## config.mk

```make
export PLATFORM = sky130hd
export DESIGN_NAME = spi_xfer_ctrl
export DESIGN_NICKNAME = d
export VERILOG_FILES = /design/src/rtl/spi_xfer_ctrl.sv
export SDC_FILE = /design/constraint.sdc
export NUM_CORES = 1
export LEC_CHECK = 0
export BUFFER_PORTS_ARGS = -buffer_cell sky130_fd_sc_hd__buf_2
export CAP_MARGIN = 20
export CORE_MARGIN = 2
export CORE_UTILIZATION = 56
export DETAILED_ROUTE_END_ITERATION = 10
export GPL_ROUTABILITY_DRIVEN = 1
export PLACE_DENSITY = 0.79
export SYNTH_ARGS = -nofsm -noshare
export SYNTH_HDL_FRONTEND = slang
export SYNTH_SLANG_ARGS = --single-unit
```

## constraint.sdc

```tcl
create_clock -name clk -period 2.38 [get_ports clk]
set_input_delay 0.238 -clock clk [delete_from_list [all_inputs] [get_ports clk]]
set_output_delay 0.238 -clock clk [all_outputs]
set_load 0.02 [all_outputs]
```

## src/rtl/spi_xfer_ctrl.sv

```systemverilog
// spi_xfer_ctrl: SPI mode-0 register-access frame controller.
// Sends a command byte {rd_wr, addr}, then either one write byte or N read
// bytes, using an external clock divider that produces s_clk in the clk domain.
// Optional macro SPI_CS_GUARD_EN stretches CS setup/hold to GUARD_CYCLES and
// adds an idle guard after cs_n rises. Default build: 1-clk setup/hold.
module spi_xfer_ctrl #(
  parameter int unsigned MAX_BYTES    = 15,
  parameter int unsigned GUARD_CYCLES = 4
) (
  input  logic       clk,
  input  logic       reset,
  input  logic       start,
  input  logic       rd_wr,
  input  logic [6:0] addr,
  input  logic [3:0] nbytes,
  input  logic [7:0] wr_data,
  output logic       enable_div,
  input  logic       s_clk,
  output logic       cs_n,
  output logic       mosi,
  input  logic       miso,
  output logic       busy,
  output logic       done,
  output logic [7:0] rx_data,
  output logic       rx_valid
);

  localparam logic [1:0] ST_IDLE  = 2'd0;
  localparam logic [1:0] ST_SETUP = 2'd1;
  localparam logic [1:0] ST_XFER  = 2'd2;
  localparam logic [1:0] ST_HOLD  = 2'd3;

`ifdef SPI_CS_GUARD_EN
  localparam int unsigned GUARD_LEN = (GUARD_CYCLES < 1) ? 1 : GUARD_CYCLES;
`else
  localparam int unsigned GUARD_LEN = 1;
`endif
  // Timer is wide enough for the guard length even when the guard is off.
  localparam int unsigned TW = (GUARD_CYCLES < 2) ? 1 : $clog2(GUARD_CYCLES + 1);
  localparam logic [TW-1:0] GUARD_LAST = TW'(GUARD_LEN - 1);
  localparam int unsigned MAX_LIM = (MAX_BYTES < 1) ? 1 : ((MAX_BYTES > 15) ? 15 : MAX_BYTES);
  localparam logic [3:0] MAX_CNT = 4'(MAX_LIM);

  // Read byte count: 0 means one byte, large requests saturate at MAX_CNT.
  function automatic logic [3:0] clamp_count(input logic [3:0] n);
    logic [3:0] r;
    if (n == 4'd0) begin
      r = 4'd1;
    end else if (n > MAX_CNT) begin
      r = MAX_CNT;
    end else begin
      r = n;
    end
    return r;
  endfunction

  logic [1:0]    state_q, state_d;
  logic [TW-1:0] timer_q, timer_d;
  logic [2:0]    bit_cnt_q, bit_cnt_d;
  logic [3:0]    byte_cnt_q, byte_cnt_d;
  logic [3:0]    n_data_q, n_data_d;
  logic          rd_q, rd_d;
  logic [7:0]    wr_byte_q, wr_byte_d;
  logic [6:0]    tx_q, tx_d;        // bits still to send after the one on mosi
  logic [6:0]    rx_shift_q, rx_shift_d;
  logic          s_clk_d_q;
  logic          cs_n_q, cs_n_d;
  logic          en_q, en_d;
  logic          mosi_q, mosi_d;
  logic          busy_q, busy_d;
  logic          done_q, done_d;
  logic [7:0]    rx_data_q, rx_data_d;
  logic          rx_valid_q, rx_valid_d;
  logic          rise_s, fall_s, accept_s;
  logic [7:0]    next_byte_s;

  // Frame sequencing, bit shifting and receive assembly.
  always_comb begin
    state_d     = state_q;
    timer_d     = timer_q;
    bit_cnt_d   = bit_cnt_q;
    byte_cnt_d  = byte_cnt_q;
    n_data_d    = n_data_q;
    rd_d        = rd_q;
    wr_byte_d   = wr_byte_q;
    tx_d        = tx_q;
    rx_shift_d  = rx_shift_q;
    cs_n_d      = cs_n_q;
    en_d        = en_q;
    mosi_d      = mosi_q;
    busy_d      = busy_q;
    done_d      = 1'b0;
    rx_data_d   = rx_data_q;
    rx_valid_d  = 1'b0;
    accept_s    = 1'b0;
    rise_s      = s_clk & ~s_clk_d_q;
    fall_s      = ~s_clk & s_clk_d_q;
    next_byte_s = rd_q ? 8'h00 : wr_byte_q;

    case (state_q)
      ST_IDLE: begin
`ifdef SPI_CS_GUARD_EN
        if (timer_q != {TW{1'b0}}) begin
          timer_d = timer_q - TW'(1'b1);
        end else if (start) begin
          accept_s = 1'b1;
        end else begin
          timer_d = timer_q;
        end
`else
        if (start) begin
          accept_s = 1'b1;
        end else begin
          timer_d = timer_q;
        end
`endif
      end
      ST_SETUP: begin
        if (timer_q == GUARD_LAST) begin
          state_d = ST_XFER;
          timer_d = {TW{1'b0}};
          en_d    = 1'b1;
        end else begin
          timer_d = timer_q + TW'(1'b1);
        end
      end
      ST_XFER: begin
        if (rise_s) begin
          rx_shift_d = {rx_shift_q[5:0], miso};
          if (rd_q && (byte_cnt_q != 4'd0) && (bit_cnt_q == 3'd7)) begin
            rx_data_d  = {rx_shift_q, miso};
            rx_valid_d = 1'b1;
          end else begin
            rx_valid_d = 1'b0;
          end
        end else if (fall_s) begin
          bit_cnt_d = bit_cnt_q + 3'd1;
          if (bit_cnt_q != 3'd7) begin
            mosi_d = tx_q[6];
            tx_d   = {tx_q[5:0], 1'b0};
          end else if (byte_cnt_q == n_data_q) begin
            en_d    = 1'b0;
            state_d = ST_HOLD;
            timer_d = {TW{1'b0}};
          end else begin
            byte_cnt_d = byte_cnt_q + 4'd1;
            mosi_d     = next_byte_s[7];
            tx_d       = next_byte_s[6:0];
          end
        end else begin
          rx_shift_d = rx_shift_q;
        end
      end
      ST_HOLD: begin
        if (timer_q == GUARD_LAST) begin
          state_d = ST_IDLE;
          cs_n_d  = 1'b1;
          busy_d  = 1'b0;
          done_d  = 1'b1;
          mosi_d  = 1'b0;
`ifdef SPI_CS_GUARD_EN
          timer_d = TW'(GUARD_LEN);
`else
          timer_d = {TW{1'b0}};
`endif
        end else begin
          timer_d = timer_q + TW'(1'b1);
        end
      end
      default: begin
        state_d = ST_IDLE;
        cs_n_d  = 1'b1;
        en_d    = 1'b0;
        busy_d  = 1'b0;
        mosi_d  = 1'b0;
        timer_d = {TW{1'b0}};
      end
    endcase

    if (accept_s) begin
      state_d    = ST_SETUP;
      timer_d    = {TW{1'b0}};
      cs_n_d     = 1'b0;
      busy_d     = 1'b1;
      rd_d       = rd_wr;
      wr_byte_d  = wr_data;
      n_data_d   = rd_wr ? clamp_count(nbytes) : 4'd1;
      mosi_d     = rd_wr;
      tx_d       = addr;
      bit_cnt_d  = 3'd0;
      byte_cnt_d = 4'd0;
      rx_shift_d = 7'd0;
    end else begin
      accept_s = 1'b0;
    end
  end

  // State and output registers; reset aborts any frame immediately.
  always_ff @(posedge clk or posedge reset) begin
    if (reset) begin
      state_q    <= ST_IDLE;
      timer_q    <= {TW{1'b0}};
      bit_cnt_q  <= 3'd0;
      byte_cnt_q <= 4'd0;
      n_data_q   <= 4'd0;
      rd_q       <= 1'b0;
      wr_byte_q  <= 8'h00;
      tx_q       <= 7'd0;
      rx_shift_q <= 7'd0;
      s_clk_d_q  <= 1'b0;
      cs_n_q     <= 1'b1;
      en_q       <= 1'b0;
      mosi_q     <= 1'b0;
      busy_q     <= 1'b0;
      done_q     <= 1'b0;
      rx_data_q  <= 8'h00;
      rx_valid_q <= 1'b0;
    end else begin
      state_q    <= state_d;
      timer_q    <= timer_d;
      bit_cnt_q  <= bit_cnt_d;
      byte_cnt_q <= byte_cnt_d;
      n_data_q   <= n_data_d;
      rd_q       <= rd_d;
      wr_byte_q  <= wr_byte_d;
      tx_q       <= tx_d;
      rx_shift_q <= rx_shift_d;
      s_clk_d_q  <= s_clk;
      cs_n_q     <= cs_n_d;
      en_q       <= en_d;
      mosi_q     <= mosi_d;
      busy_q     <= busy_d;
      done_q     <= done_d;
      rx_data_q  <= rx_data_d;
      rx_valid_q <= rx_valid_d;
    end
  end

  assign enable_div = en_q;
  assign cs_n       = cs_n_q;
  assign mosi       = mosi_q;
  assign busy       = busy_q;
  assign done       = done_q;
  assign rx_data    = rx_data_q;
  assign rx_valid   = rx_valid_q;

endmodule

```

==> impl_metrics.yaml <==
outcome:
  outcome: "completed"
global_route:
  grt-ovfl-total: 0
  grt_use_total_pct: 21.36
  antenna_found_initial: 0
  grt_pass1_wl_um: 8500
  grt_max_degree: 30
  grt_pass1_vias: 1884
routing:
  final_antenna_net_count: 0
  wl_met3_um: 258
  drc_errors: 0
  top_layer_used: "met4"
  wl_um: 4936
  wire_per_inst_um: 14.60
  firstDrtPassIters: 4
  drt_iter0_drc: 121
  wl_met1_um: 2338
  dr_wl_met2_um: 2250
  via_per_inst: 5.553
  vias: 1877
timing:
  fin_crit_sh_pct: 81.96
  tightest_slew_ns: 0.6300
  drv_slew: 0
  fin_crit_ns: 1.951
  hold_slack_ns: 0.006288
  setup-tns-final_ns: 0
  max_freq_mhz: 512.6
  finalClockSkew_ns: 0.006022
  rsz0062_at_grt: "no"
  slew-limit-headroom_pct: 57.94
  hold_viol: 0
  setup_viol_count_final: 0
power_and_ir_drop:
  static-leakage-power_nw: 1.485
  power_mw: 2.895
  ir_drop_mv: 0.7319
  power.density_mw_per_mm2: 998.5
layout:
  drive_above_1_share_pct: 22.38
  nets: 317
  diodes: 0
  area_growth_pct: 12.42
yosys:
  synthArstFlopShare_pct: 100.0
  ys_seq_area_share_pct: 52.45
  synth_area_leaders: "dfrtp_1 51%, nand2_1 7.1%, mux2i_1 3.9%"
  synth_most_common_cell: "dfrtp_1"
  ys_types: 43
  synth_seq_cells: 54
  synth-main-ff-cell: "dfrtp_1"
  synth_edf_count: 0
  synth_area_sq_mm: 0.002579
  netlist_instances: 246
  yosys_warnings: 0
  synth_top_area_cell: "dfrtp_1"
  syn_avg_cell_area_sq_um: 10.48
  synth_top_area_share_pct: 51.43
  yosys-top-cells-count: "53 x dfrtp_1, 49 x nand2_1, 21 x nor2_1, 12 x inv_1, 10 x mux2i_1"
  syn-num-nets: 278
setup_path:
  worstSetupEndpointType: "flip-flop"
  start_kind: "flip-flop"
  cp_cell_sequence: "ha_1, ha_1, and4_1, mux2_1"
  crit_fanout: 12
  reg2reg_depth: 4
  arrival_ns: 2.14
  slowest_delay_ns: 0.52
  crit_top_cell: "ha_1"
  crit_type: "reg2reg"
  required_ns: 2.57
  slowest_stage: "and4_1"
cts:
  cts_resized: 0
  clk_latency_ns: 0.31
  htree_levels: 2
  cts_buffers: 5
  clock-sinks: 54
  clockRootBuffer: "clkbuf_8"
  cts_tree: "built"
  cts.path.max_buffers: 2
  path_clk_slew_ns: 0.09
  cts_hold_buf: 0
  post-cts-setup-buffer-count: 0
floorplan:
  start_util_pct: 58.82
  die_area_sq_mm: 0.005164
  row_count: 24
  die_x_um: 71.86
  pin_count: 39
  core_sq_mm: 0.004384
  die_h_um: 71.86
min_path:
  hp-class: "in2async"
place:
  routabilityCongestion: 0.8268
  portBuffers: 38
  place.detailed.hpwl_um: 3619
flow_run:
  max_cap_viol_count: 0
==> placed cells by master, fill, tap and decap left out, drive strengths merged, types with 5 or more instances in the layout <==
master,instances
nand3,7
nor2,21
buf,45
o21ai,9
a21oi,5
dfrtp,53
xnor2,6
nand2,49
mux2i,10
ha,7
clkbuf,7
inv,12
a31oi,5
mux2,14
==> worst max-delay path, delay by kind of cell, from the launching register on <==
| kind | cells | cell delay, ns |
|---|---|---|
| AND/OR/NAND/NOR | 1 | 0.52 |
| multiplexers | 1 | 0.37 |
| adder cells (fa/ha/maj) | 2 | 0.58 |
| flip-flops | 1 | 0.37 |
==> worst paths after layout <==
check	slack, ns	from	end
worst max-delay path	0.43	bit_cnt_q[0]	rx_data[0]
worst min-delay path	0.006	reset	rx_shift_q[1]
worst max register to register	0.43	bit_cnt_q[0]	rx_data[0]
worst min register to register	0.47	cs_n	cs_n
max in group asynchronous	1.67	reset	cs_n
min in group clk	0.10	s_clk	s_clk_d_q
==> flip-flops by register name (all words and copies together), names as in the netlist <==
name / flops
rx_data: 8
wr_byte_q: 8
rx_shift_q: 7
tx_q: 7
byte_cnt_q: 4
n_data_q: 4
bit_cnt_q: 3
timer_q: 3
state_q: 2
busy: 1
cs_n: 1
done: 1
enable_div: 1
mosi: 1
rd_q: 1
rx_valid: 1
s_clk_d_q: 1
==> area by class of cell <==
class | count | area [sq um]
Clock inverter | 1 | 5.005
Inverter | 12 | 45.04
Fill cell | 375 | 1485
Timing Repair Buffer | 45 | 242.7
Multi-Input combinational cell | 167 | 1102
Clock buffer | 7 | 86.33
Sequential cell | 54 | 1353
Tap cell | 52 | 65.06
==> per-stage QoR <==
| stage | worst slack, ns | area (sq um) | std cells | util [%] |
|---|---|---|---|---|
| 6_report | 0.4293 | 2899 | 338 | 66.12 |
| 5_1_grt | 0.2669 | 2899 | 338 | 66.12 |
| 4_1_cts | 0.4126 | 2899 | 338 | 66.12 |
| 3_5_place_dp | 0.4205 | 2808 | 330 | 64.04 |
| 3_3_place_gp | 0.4868 | 2808 | 330 | 64.04 |
| 2_1_floorplan | 0.6988 | 2579 | 246 | - |
==> power breakdown <==
group	internal [mW]	switching [mW]	leakage, nW	total, mW
registers	1.19	0.226	0.693	1.42
logic	0.443	0.517	0.743	0.959
clock network	0.235	0.284	0.0482	0.519
total	1.87	1.03	1.48	2.89
==> routing by layer <==
layer | up-vias | GRT usage [%]
li1 | 917 | -
met1 | 915 | 29.30
met2 | 37 | 33.13
met3 | 8 | 5.204
met4 | 0 | 8.176
met5 | - | 0
==> cell families after synthesis <==
| group | count (synthesis) | synth area share, % |
|---|---|---|
| simple gates | 99 | 18.49 |
| flops | 54 | 52.45 |
| compound gates | 31 | 8.588 |
| buf+inv | 25 | 5.046 |
| mux | 24 | 9.995 |
| fa+ha+maj | 7 | 3.396 |
| xor+xnor | 6 | 2.038 |
Power figures use the tool's default switching activity.
